### config.mk
export PLATFORM = sky130hd
export DESIGN_NAME = network_descriptor_buffer
export DESIGN_NICKNAME = d
export VERILOG_FILES = /design/src/rtl/network_descriptor_buffer_pkg.sv /design/src/rtl/network_descriptor_buffer_sync_fifo.sv /design/src/rtl/network_descriptor_buffer.sv
export SDC_FILE = /design/constraint.sdc
export NUM_CORES = 2
export LEC_CHECK = 0
export ABC_CLOCK_PERIOD_IN_PS = 7300
export BUFFER_PORTS_ARGS = -buffer_cell sky130_fd_sc_hd__buf_2
export CAP_MARGIN = 20
export CORE_MARGIN = 2
export CORE_UTILIZATION = 60
export CTS_CLUSTER_DIAMETER = 200
export CTS_CLUSTER_SIZE = 14
export DETAILED_ROUTE_END_ITERATION = 16
export GPL_ROUTABILITY_DRIVEN = 0
export HOLD_SLACK_MARGIN = 0.03
export PLACE_DENSITY = 0.76
export SLEW_MARGIN = 20
export SYNTH_ARGS = -nofsm -noshare
export SYNTH_HDL_FRONTEND = slang
export SYNTH_SLANG_ARGS = --single-unit
### constraint.sdc
create_clock -name i_clk -period 7.3 [get_ports i_clk]
set_input_delay 1.46 -clock i_clk [delete_from_list [all_inputs] [get_ports i_clk]]
set_output_delay 1.46 -clock i_clk [all_outputs]
set_load 0.01 [all_outputs]
### src/rtl/network_descriptor_buffer_pkg.sv
// Shared widths, flow classification and output FSM encoding
// for the per-port network descriptor buffer.
package network_descriptor_buffer_pkg;

  localparam int TSNTAG_W = 48;
  localparam int BUFID_W  = 9;
  localparam int DESC_W   = TSNTAG_W + BUFID_W;

  // Flow types below the split (TS/RC) are high priority; the rest are BE.
  localparam logic [2:0] FLOW_HI_LO_SPLIT = 3'd5;
  localparam logic [2:0] FLOW_BE_MIN      = FLOW_HI_LO_SPLIT;

  typedef enum logic [1:0] {
    DBS_IDLE = 2'd0,
    DBS_SEND = 2'd1,
    DBS_GAP  = 2'd2
  } dbs_state_e;

  function automatic logic is_hi_flow(input logic [2:0] flowType);
    return flowType < FLOW_HI_LO_SPLIT;
  endfunction

endpackage

### src/rtl/network_descriptor_buffer_sync_fifo.sv
// Show-ahead synchronous FIFO with exact occupancy count.
// A push into a full FIFO is refused even if a pop happens in the same cycle.
module descriptor_sync_fifo #(
  parameter int WIDTH = 57,
  parameter int DEPTH = 16,
  localparam int AW = $clog2(DEPTH),
  localparam int CW = AW + 1
) (
  input  logic             clk_i,
  input  logic             rst_ni,
  input  logic             push_i,
  input  logic [WIDTH-1:0] data_i,
  input  logic             pop_i,
  output logic [WIDTH-1:0] data_o,
  output logic             full_o,
  output logic             empty_o,
  output logic [CW-1:0]    count_o
);

  logic [WIDTH-1:0] mem_q [DEPTH];
  logic [AW-1:0]    wrPtr_q, rdPtr_q;
  logic [CW-1:0]    count_q, count_d;
  logic             pushOk, popOk;

  assign full_o  = (count_q == CW'(DEPTH));
  assign empty_o = (count_q == '0);
  assign pushOk  = push_i && !full_o;
  assign popOk   = pop_i && !empty_o;
  assign data_o  = mem_q[rdPtr_q];
  assign count_o = count_q;

  always_comb begin
    count_d = count_q;
    if (pushOk && !popOk) begin
      count_d = count_q + CW'(1);
    end else if (popOk && !pushOk) begin
      count_d = count_q - CW'(1);
    end
  end

  always_ff @(posedge clk_i or negedge rst_ni) begin
    if (!rst_ni) begin
      wrPtr_q <= '0;
      rdPtr_q <= '0;
      count_q <= '0;
    end else begin
      if (pushOk) wrPtr_q <= wrPtr_q + AW'(1);
      if (popOk)  rdPtr_q <= rdPtr_q + AW'(1);
      count_q <= count_d;
    end
  end

  always_ff @(posedge clk_i) begin
    if (pushOk) mem_q[wrPtr_q] <= data_i;
  end

endmodule

### src/rtl/network_descriptor_buffer.sv
// Per-port descriptor buffer: classifies descriptors into HI/LO queues, serves them
// with strict priority over a wr/ack handshake, and returns dropped bufids to the PCB.
module network_descriptor_buffer
  import network_descriptor_buffer_pkg::*;
#(
  parameter int HI_DEPTH  = 16,
  parameter int LO_DEPTH  = 32,
  parameter int REL_DEPTH = 4
) (
  input  logic                        i_clk,
  input  logic                        i_rst_n,
  input  logic [1:0]                  iv_cfg_finish,
  input  logic [TSNTAG_W-1:0]         iv_tsntag,
  input  logic [BUFID_W-1:0]          iv_bufid,
  input  logic                        i_descriptor_wr,
  output logic [TSNTAG_W-1:0]         ov_tsntag_network,
  output logic [BUFID_W-1:0]          ov_bufid_network,
  output logic                        o_descriptor_wr_network,
  input  logic                        i_descriptor_ack_network,
  output logic [BUFID_W-1:0]          ov_pkt_bufid,
  output logic                        o_pkt_bufid_wr,
  input  logic                        i_pkt_bufid_ack,
  output logic                        o_fifo_overflow_pulse,
  output logic                        o_release_lost_pulse,
  output logic [$clog2(HI_DEPTH):0]   ov_hi_count,
  output logic [$clog2(LO_DEPTH):0]   ov_lo_count,
  output logic [1:0]                  dbs_state
);

  logic                      isHi, cfgOk, drop;
  logic                      hiPush, loPush, hiPop, loPop, relPop;
  logic                      hiFull, hiEmpty, loFull, loEmpty, relFull, relEmpty;
  logic [DESC_W-1:0]         inDesc, hiData, loData, popData;
  logic [BUFID_W-1:0]        relData;
  logic [$clog2(REL_DEPTH):0] relCount_unused;

  dbs_state_e                state_q;
  logic                      descWr_q, relWr_q, overflow_q, relLost_q;
  logic [TSNTAG_W-1:0]       outTsntag_q;
  logic [BUFID_W-1:0]        outBufid_q, relBufid_q;

  assign isHi   = is_hi_flow(iv_tsntag[47:45]);
  assign cfgOk  = (iv_cfg_finish != 2'b00);
  assign inDesc = {iv_tsntag, iv_bufid};
  assign hiPush = i_descriptor_wr && cfgOk && isHi && !hiFull;
  assign loPush = i_descriptor_wr && cfgOk && !isHi && !loFull;
  assign drop   = i_descriptor_wr && (!cfgOk || (isHi ? hiFull : loFull));

  assign hiPop   = (state_q == DBS_IDLE) && !hiEmpty;
  assign loPop   = (state_q == DBS_IDLE) && hiEmpty && !loEmpty;
  assign popData = hiEmpty ? loData : hiData;
  assign relPop  = !relWr_q && !relEmpty;

  descriptor_sync_fifo #(.WIDTH(DESC_W), .DEPTH(HI_DEPTH)) uHiFifo (
    .clk_i(i_clk), .rst_ni(i_rst_n), .push_i(hiPush), .data_i(inDesc), .pop_i(hiPop),
    .data_o(hiData), .full_o(hiFull), .empty_o(hiEmpty), .count_o(ov_hi_count)
  );

  descriptor_sync_fifo #(.WIDTH(DESC_W), .DEPTH(LO_DEPTH)) uLoFifo (
    .clk_i(i_clk), .rst_ni(i_rst_n), .push_i(loPush), .data_i(inDesc), .pop_i(loPop),
    .data_o(loData), .full_o(loFull), .empty_o(loEmpty), .count_o(ov_lo_count)
  );

  descriptor_sync_fifo #(.WIDTH(BUFID_W), .DEPTH(REL_DEPTH)) uRelFifo (
    .clk_i(i_clk), .rst_ni(i_rst_n), .push_i(drop), .data_i(iv_bufid), .pop_i(relPop),
    .data_o(relData), .full_o(relFull), .empty_o(relEmpty), .count_o(relCount_unused)
  );

  // Output FSM: IDLE loads a descriptor, SEND holds it until ack, GAP idles one cycle.
  always_ff @(posedge i_clk or negedge i_rst_n) begin
    if (!i_rst_n) begin
      state_q     <= DBS_IDLE;
      descWr_q    <= 1'b0;
      outTsntag_q <= '0;
      outBufid_q  <= '0;
    end else begin
      case (state_q)
        DBS_IDLE: begin
          if (!hiEmpty || !loEmpty) begin
            outTsntag_q <= popData[DESC_W-1:BUFID_W];
            outBufid_q  <= popData[BUFID_W-1:0];
            descWr_q    <= 1'b1;
            state_q     <= DBS_SEND;
          end
        end
        DBS_SEND: begin
          if (i_descriptor_ack_network) begin
            descWr_q <= 1'b0;
            state_q  <= DBS_GAP;
          end
        end
        DBS_GAP:  state_q <= DBS_IDLE;
        default:  state_q <= DBS_IDLE;
      endcase
    end
  end

  // Release request holds until acked; the idle cycle after ack guarantees a gap.
  always_ff @(posedge i_clk or negedge i_rst_n) begin
    if (!i_rst_n) begin
      relWr_q    <= 1'b0;
      relBufid_q <= '0;
      overflow_q <= 1'b0;
      relLost_q  <= 1'b0;
    end else begin
      overflow_q <= drop;
      relLost_q  <= drop && relFull;
      if (relWr_q) begin
        if (i_pkt_bufid_ack) relWr_q <= 1'b0;
      end else if (!relEmpty) begin
        relWr_q    <= 1'b1;
        relBufid_q <= relData;
      end
    end
  end

  assign ov_tsntag_network       = outTsntag_q;
  assign ov_bufid_network        = outBufid_q;
  assign o_descriptor_wr_network = descWr_q;
  assign ov_pkt_bufid            = relBufid_q;
  assign o_pkt_bufid_wr          = relWr_q;
  assign o_fifo_overflow_pulse   = overflow_q;
  assign o_release_lost_pulse    = relLost_q;
  assign dbs_state               = state_q;

endmodule

-- After elaboration in Yosys (flattened, before gate mapping)
Memory sizes are Yosys's and may differ from the RTL's. A register that Yosys moved wholly into a read port is not among the register bits.
Index checks and enable logic that the tools add are counted.
- output and inout bits: 83
- bits in writable memories: 2772
- memories kept: 3
- flip-flop bits (word level): 99
- word-level logic and storage cells: 117
- memory list (memory ; words ; bits a word ; read ports ; clocked after Yosys merged registers in ; wr ports ; line ; source):
    uLoFifo.mem_q ; 32 ; 57 ; 1 ; 0 ; 1 ; network_descriptor_buffer_sync_fifo.sv:20 ; logic [WIDTH-1:0] mem_q [DEPTH];
    uHiFifo.mem_q ; 16 ; 57 ; 1 ; 0 ; 1 ; network_descriptor_buffer_sync_fifo.sv:20 ;
    uRelFifo.mem_q ; 4 ; 9 ; 1 ; 1 ; 1 ; network_descriptor_buffer_sync_fifo.sv:20 ;
- add/subtract/negate cells: 12
- muxes and demuxes: 23
- eq/ne operators: 6
- reduce and logical (&&, ||, !) cells: 54
- bitwise gates (word level): 2
- order comparisons: 1
- operators with widths (cell ; count):
    two-way mux 57 bit ; 1
    logical AND 1 bit ; 23
    logical NOT 1 bit ; 16
    adder 5 x 1 -> 5 bit (second input constant) ; 3
    two-way mux 1 bit ; 12
    two-way mux 6 bit ; 2
    two-way mux 5 bit ; 2
    nonzero test 2 bit ; 5
    adder 4 x 1 -> 4 bit (second input constant) ; 2
    adder 6 x 1 -> 6 bit (second input constant) ; 1
    equality test 6 bit (second input constant) ; 1
    logical NOT 6 bit ; 1
    two-way mux 3 bit ; 2
    AND reduction 2 bit ; 3
    subtractor 6 x 1 -> 6 bit (second input constant) ; 1
    equality test 5 bit (second input constant) ; 1
    logical NOT 5 bit ; 1
    subtractor 5 x 1 -> 5 bit (second input constant) ; 1
    adder 2 x 1 -> 2 bit (second input constant) ; 2
    two-way mux 2 bit ; 2
    case mux 2 bit (2 select lines) ; 1
    adder 3 x 1 -> 3 bit (second input constant) ; 1
    equality test 3 bit (second input constant) ; 1
    logical NOT 3 bit ; 1
    other kinds (10) ; 12

-- Depth between registers and ports, before layout
- word-level depth: 9
- depth in mapped cells: 13
- gate-level depth less buffers: 12

-- Modules after synthesis
Synthesis repeated with hierarchy kept, for this count alone.
- cells, all modules: 5211
- area, all modules: 110440.9 µm²
- by module, submodules not included (module ; seq. area each (µm²) ; times used ; cells an instance ; area each (µm²)):
    descriptor_sync_fifo at uLoFifo ; 55172.9 ; 1 ; 3109 ; 69784.4
    descriptor_sync_fifo at uHiFifo ; 27711.6 ; 1 ; 1727 ; 35724.3
    network_descriptor_buffer ; 1801.7 ; 1 ; 292 ; 3210.6
    descriptor_sync_fifo at uRelFifo ; 1256.2 ; 1 ; 83 ; 1721.7

-- Least setup slack after synthesis
No wires, ideal clock.
- kind: in2reg
- start: input port iv_tsntag[46]
- end: memory uHiFifo.mem_q[7][0] (enable)
- arrival time: 6.268 ns
- library setup time: 0.542 ns
- slack: 0.490 ns
- cell stages on the path: 5
- buffers on the path: 0
- cell sequence: o21ai_0 > nand2_1 > a21oi_1 > nand2_1 > nor3_1
- longest elaborated chain between the ends: 6
- ends and longest elaborated chain (item ; line ; source):
    from (decl) ; network_descriptor_buffer.sv:13 ; input logic [TSNTAG_W-1:0] iv_tsntag,
    less-than comparator 3 bit ; network_descriptor_buffer_pkg.sv:20 ; return flowType < FLOW_HI_LO_SPLIT;
    logical AND 1 bit (2 in series) ; network_descriptor_buffer.sv:45 ; assign hiPush = i_descriptor_wr && cfgOk && isHi && !hiFull;
    logical AND 1 bit ; network_descriptor_buffer_sync_fifo.sv:27 ; assign pushOk = push_i && !full_o;
    net uHiFifo.pushOk ; network_descriptor_buffer_sync_fifo.sv:23 ; logic pushOk, popOk;
    two-way mux 1 bit ; network_descriptor_buffer_sync_fifo.sv:54 ; if (pushOk) mem_q[wrPtr_q] <= data_i;
    two-way mux 1 bit (not written as such) ; network_descriptor_buffer_sync_fifo.sv:54 ;
    to (decl) ; network_descriptor_buffer_sync_fifo.sv:20 ;
The timed path passes the listed nets, and every way through them passes these cells.

-- Final worst setup path
- start: input port iv_tsntag[45]
- end: memory uHiFifo.mem_q[11][41] (enable)
The elaborated chain is that of the path after synthesis.

==> results_dict.tcl <==
set metrics [dict create \
    setup_viol 0 \
    timing.fmax_ghz 0.200 \
    synthCells 4908 \
    p_leak_nw 37.8 \
    path_max_fanout 26 \
    arrival_ns 5.54 \
    syn2layout_area_growth_pct 9.68 \
    insertion_delay_ns 0.88 \
    async_flop_share 0.0375 \
    die_x_um 432 \
    vias 53786 \
    vias_per_cell 7.02 \
    first_pass_iters 8 \
    muxShareOfSynthArea 0.148 \
    maxSlewHeadroom 0.229 \
    wl_per_cell_um 35.2 \
    final_cell_mix "edfxtp_1 (2772), mux4_2 (580), mux2i_1 (301)" \
    top_layer_used "met5" \
    syn_nets 4999 \
    fp-row-count 156 \
    grt_start_max_net_pins 157 \
    ant_nets 0 \
    grt_pass1_vias 52772 \
    fin_tns_setup_ns 0 \
    layout-drive-gt1-share 0.226 \
    synth_edf_count 2772 \
    grt_use_total 0.292 \
    met3WireLength_um 30400 \
    final_common_cell "edfxtp_1" \
    clock_sink_count 2880 \
    startpoint_type "input pin" \
    required_ns 7.85 \
    drc 0 \
    core_area_um2 181000 \
    synth_top_family_by_area "multiplexers" \
    endpoint_kind "flip-flop" \
    outcome "complete, no violations" \
    die_h_um 432 \
    synth.avg_cell_area_um2 22.4 \
    finish.utilization 0.664 \
    cts_root_buf "clkbuf_16" \
    hp-class "reg -> reg" \
    layout.nets 5224 \
    critPathKind "in -> reg" \
    synthSimpleGateAreaFrac 0.00828 \
    h-tree-depth 4 \
    initial_core_util 0.606 \
    fin_skew_ns 0.0499 \
    io_pins 147 \
    cts_buffer_depth 3 \
    place_hpwl_um 153000 \
    yosysSeqAreaShare 0.783 \
    seqCellArea_um2 86000 \
    netlist-cell-type-count 52 \
    postCtsSetupBuffers 0 \
    cts_tree "done" \
    cts_made_buffers 223 \
    synthAdderAreaFrac 0.00328 \
    syn_area_um2 110000 \
    wl_met1_um 102000 \
    hold_viol_final 0 \
    clk_pin_slew_ns 0.06 \
    cts-resized-gates 0 \
    fin_crit_sh 0.684 \
    grt_pass1_wl_um 385000 \
    n_fill_cell 10971 \
    grt.overflow.total 0 \
    finalCriticalPeriod_ns 4.99 \
    dieArea_um2 186000 \
    rsz0062_at_grt "false" \
    worst_slew_pin_slew_ns 1.16 \
    drt_iter0_drc 8034 \
    maxCapViolCount 0 \
    wl_met2_um 130000 \
    io_buffers 146 \
    synth_flop_cell "edfxtp_1" \
    multiInputGateArea_um2 22600 \
    synthXorXnorAreaFrac 0.00224 \
    synth-seq-cells 2880 \
    slew_violations 0 \
    drt-total-wl_um 270000 \
    ys_warn_count 0 \
    antenna_found_initial 13 \
    postCtsHoldBufs 0 \
    synth-compound-area-share 0.0409 \
    peakVddDrop_v 0.000405 \
    power_density_nw_per_um2 347 \
]
-- synth_stat cells (3+ instances only) --
master	count	area [um2]
xnor2_1	21	184
a211o_1	10	87.6
ha_1	24	300
dfrtp_1	108	2700
o21ai_0	25	125
a211oi_2	6	75.1
o221ai_1	57	499
inv_1	26	97.6
buf_2	64	320
and2_1	12	75.1
a22oi_1	58	435
a221o_1	48	480
mux4_2	580	13100
nor2_1	43	161
mux2i_1	301	3010
edfxtp_1	2772	83200
o21ai_1	10	50.1
and3_1	3	18.8
buf_6	24	270
a21oi_1	54	270
a21o_1	3	22.5
mux2_2	13	146
xor2_1	7	61.3
nor2b_1	52	325
nand3b_1	4	30.0
o22ai_1	56	350
o21a_1	3	22.5
clkbuf_1	157	589
nor4_1	3	18.8
a211oi_1	193	1450
nand2_1	23	86.3
a22o_1	65	569
nand3_1	4	20.0
nand4_1	5	31.3
nor3_1	5	25.0
fa_1	3	60.1
buf_1	20	75.1
buf_4	24	180
-- registers in the layout, summed over array words and instances (netlist names), 3 cells and up --
signal / count
ov_tsntag_network: 48
uRelFifo.count_o: 3
uLoFifo.wrPtr_q: 5
uLoFifo.mem_q: 1824
uLoFifo.rdPtr_q: 5
uLoFifo.count_o: 6
uHiFifo.count_o: 5
ov_pkt_bufid: 9
ov_bufid_network: 9
uHiFifo.wrPtr_q: 4
uRelFifo.mem_q: 36
uHiFifo.rdPtr_q: 4
uHiFifo.mem_q: 912
-- report_power, final --
group / total (mW) / leakage [nW] / switching, mW / internal (mW)
logic: 10.8 / 8.50 / 6.08 / 4.72
clock network: 11.3 / 3.05 / 5.53 / 5.77
registers: 19.7 / 26.2 / 0.819 / 18.8
total: 41.8 / 37.8 / 12.4 / 29.3
-- metrics by stage --
step | cell area (um2) | power [mW] | setup WS [ns] | hold slack, ns | cells
3_3_place_gp | 114000 | 30.6 | 1.75 | 0.486 | 7273
3_5_place_dp | 114000 | 30.7 | 1.49 | 0.496 | 7273
6_report | 120000 | 41.8 | 2.31 | 0.501 | 7666
4_1_cts | 120000 | 41.8 | 2.40 | 0.506 | 7656
2_1_floorplan | 110000 | 27.1 | 0.490 | 0.494 | 4908
5_1_grt | 120000 | 43.0 | 2.24 | 0.524 | 7662
-- metal layers --
| layer | GRT usage | up-vias |
|---|---|---|
| met5 | 0 | - |
| met4 | 0.0801 | 6 |
| met3 | 0.0588 | 378 |
| met2 | 0.456 | 3586 |
| met1 | 0.428 | 28538 |
| li1 | - | 21278 |
-- worst paths after layout --
check / startpoint / to / slack, ns / cells past startpoint
worst max-delay path: iv_tsntag[45] / uHiFifo.mem_q[11][41] / 2.31 / 7
worst min-delay path: ov_pkt_bufid[2] / ov_pkt_bufid[2] / 0.50 / 1
worst max register to register: uLoFifo.count_o[1] / uLoFifo.count_o[5] / 2.77 / 13
worst min register to register: ov_pkt_bufid[2] / ov_pkt_bufid[2] / 0.50 / 1
max in group asynchronous: i_rst_n / uLoFifo.rdPtr_q[0] / 5.24 / 2
min in group asynchronous: i_rst_n / ov_tsntag_network[44] / 0.62 / 1
-- cell type report --
cell class                      count  share of cell area
Timing Repair Buffer              289              0.0186
Sequential cell                  2880               0.715
Antenna cell                        5            0.000104
Tap cell                         2370              0.0246
Clock inverter                     14             0.00239
Clock buffer                      369              0.0511
Inverter                           28            0.000874
Multi-Input combinational cell   1711               0.188
-- cells by family (layout without fill, tap and decap cells) --
| logic type | Yosys count | count (layout) |
|---|---|---|
| DFF | 2880 | 2880 |
| muxes | 894 | 894 |
| AOI/OAI and AO/OA | 594 | 594 |
| buffers and inverters | 317 | 700 |
| and+or+nand+nor | 168 | 168 |
| xor gates and xnor gates | 28 | 28 |
| adders and majority gates | 27 | 27 |
| other | 0 | 5 |
-- critical path, cell delays in order --
cell and delay [ns]:
buf_2 0.18, o21ai_0 0.84, nand2_1 0.14, a21oi_1 0.91, nand3b_1 0.57, nor2_4 0.95
buf_4 0.44
Note: power is estimated with default switching activity, not from simulation.
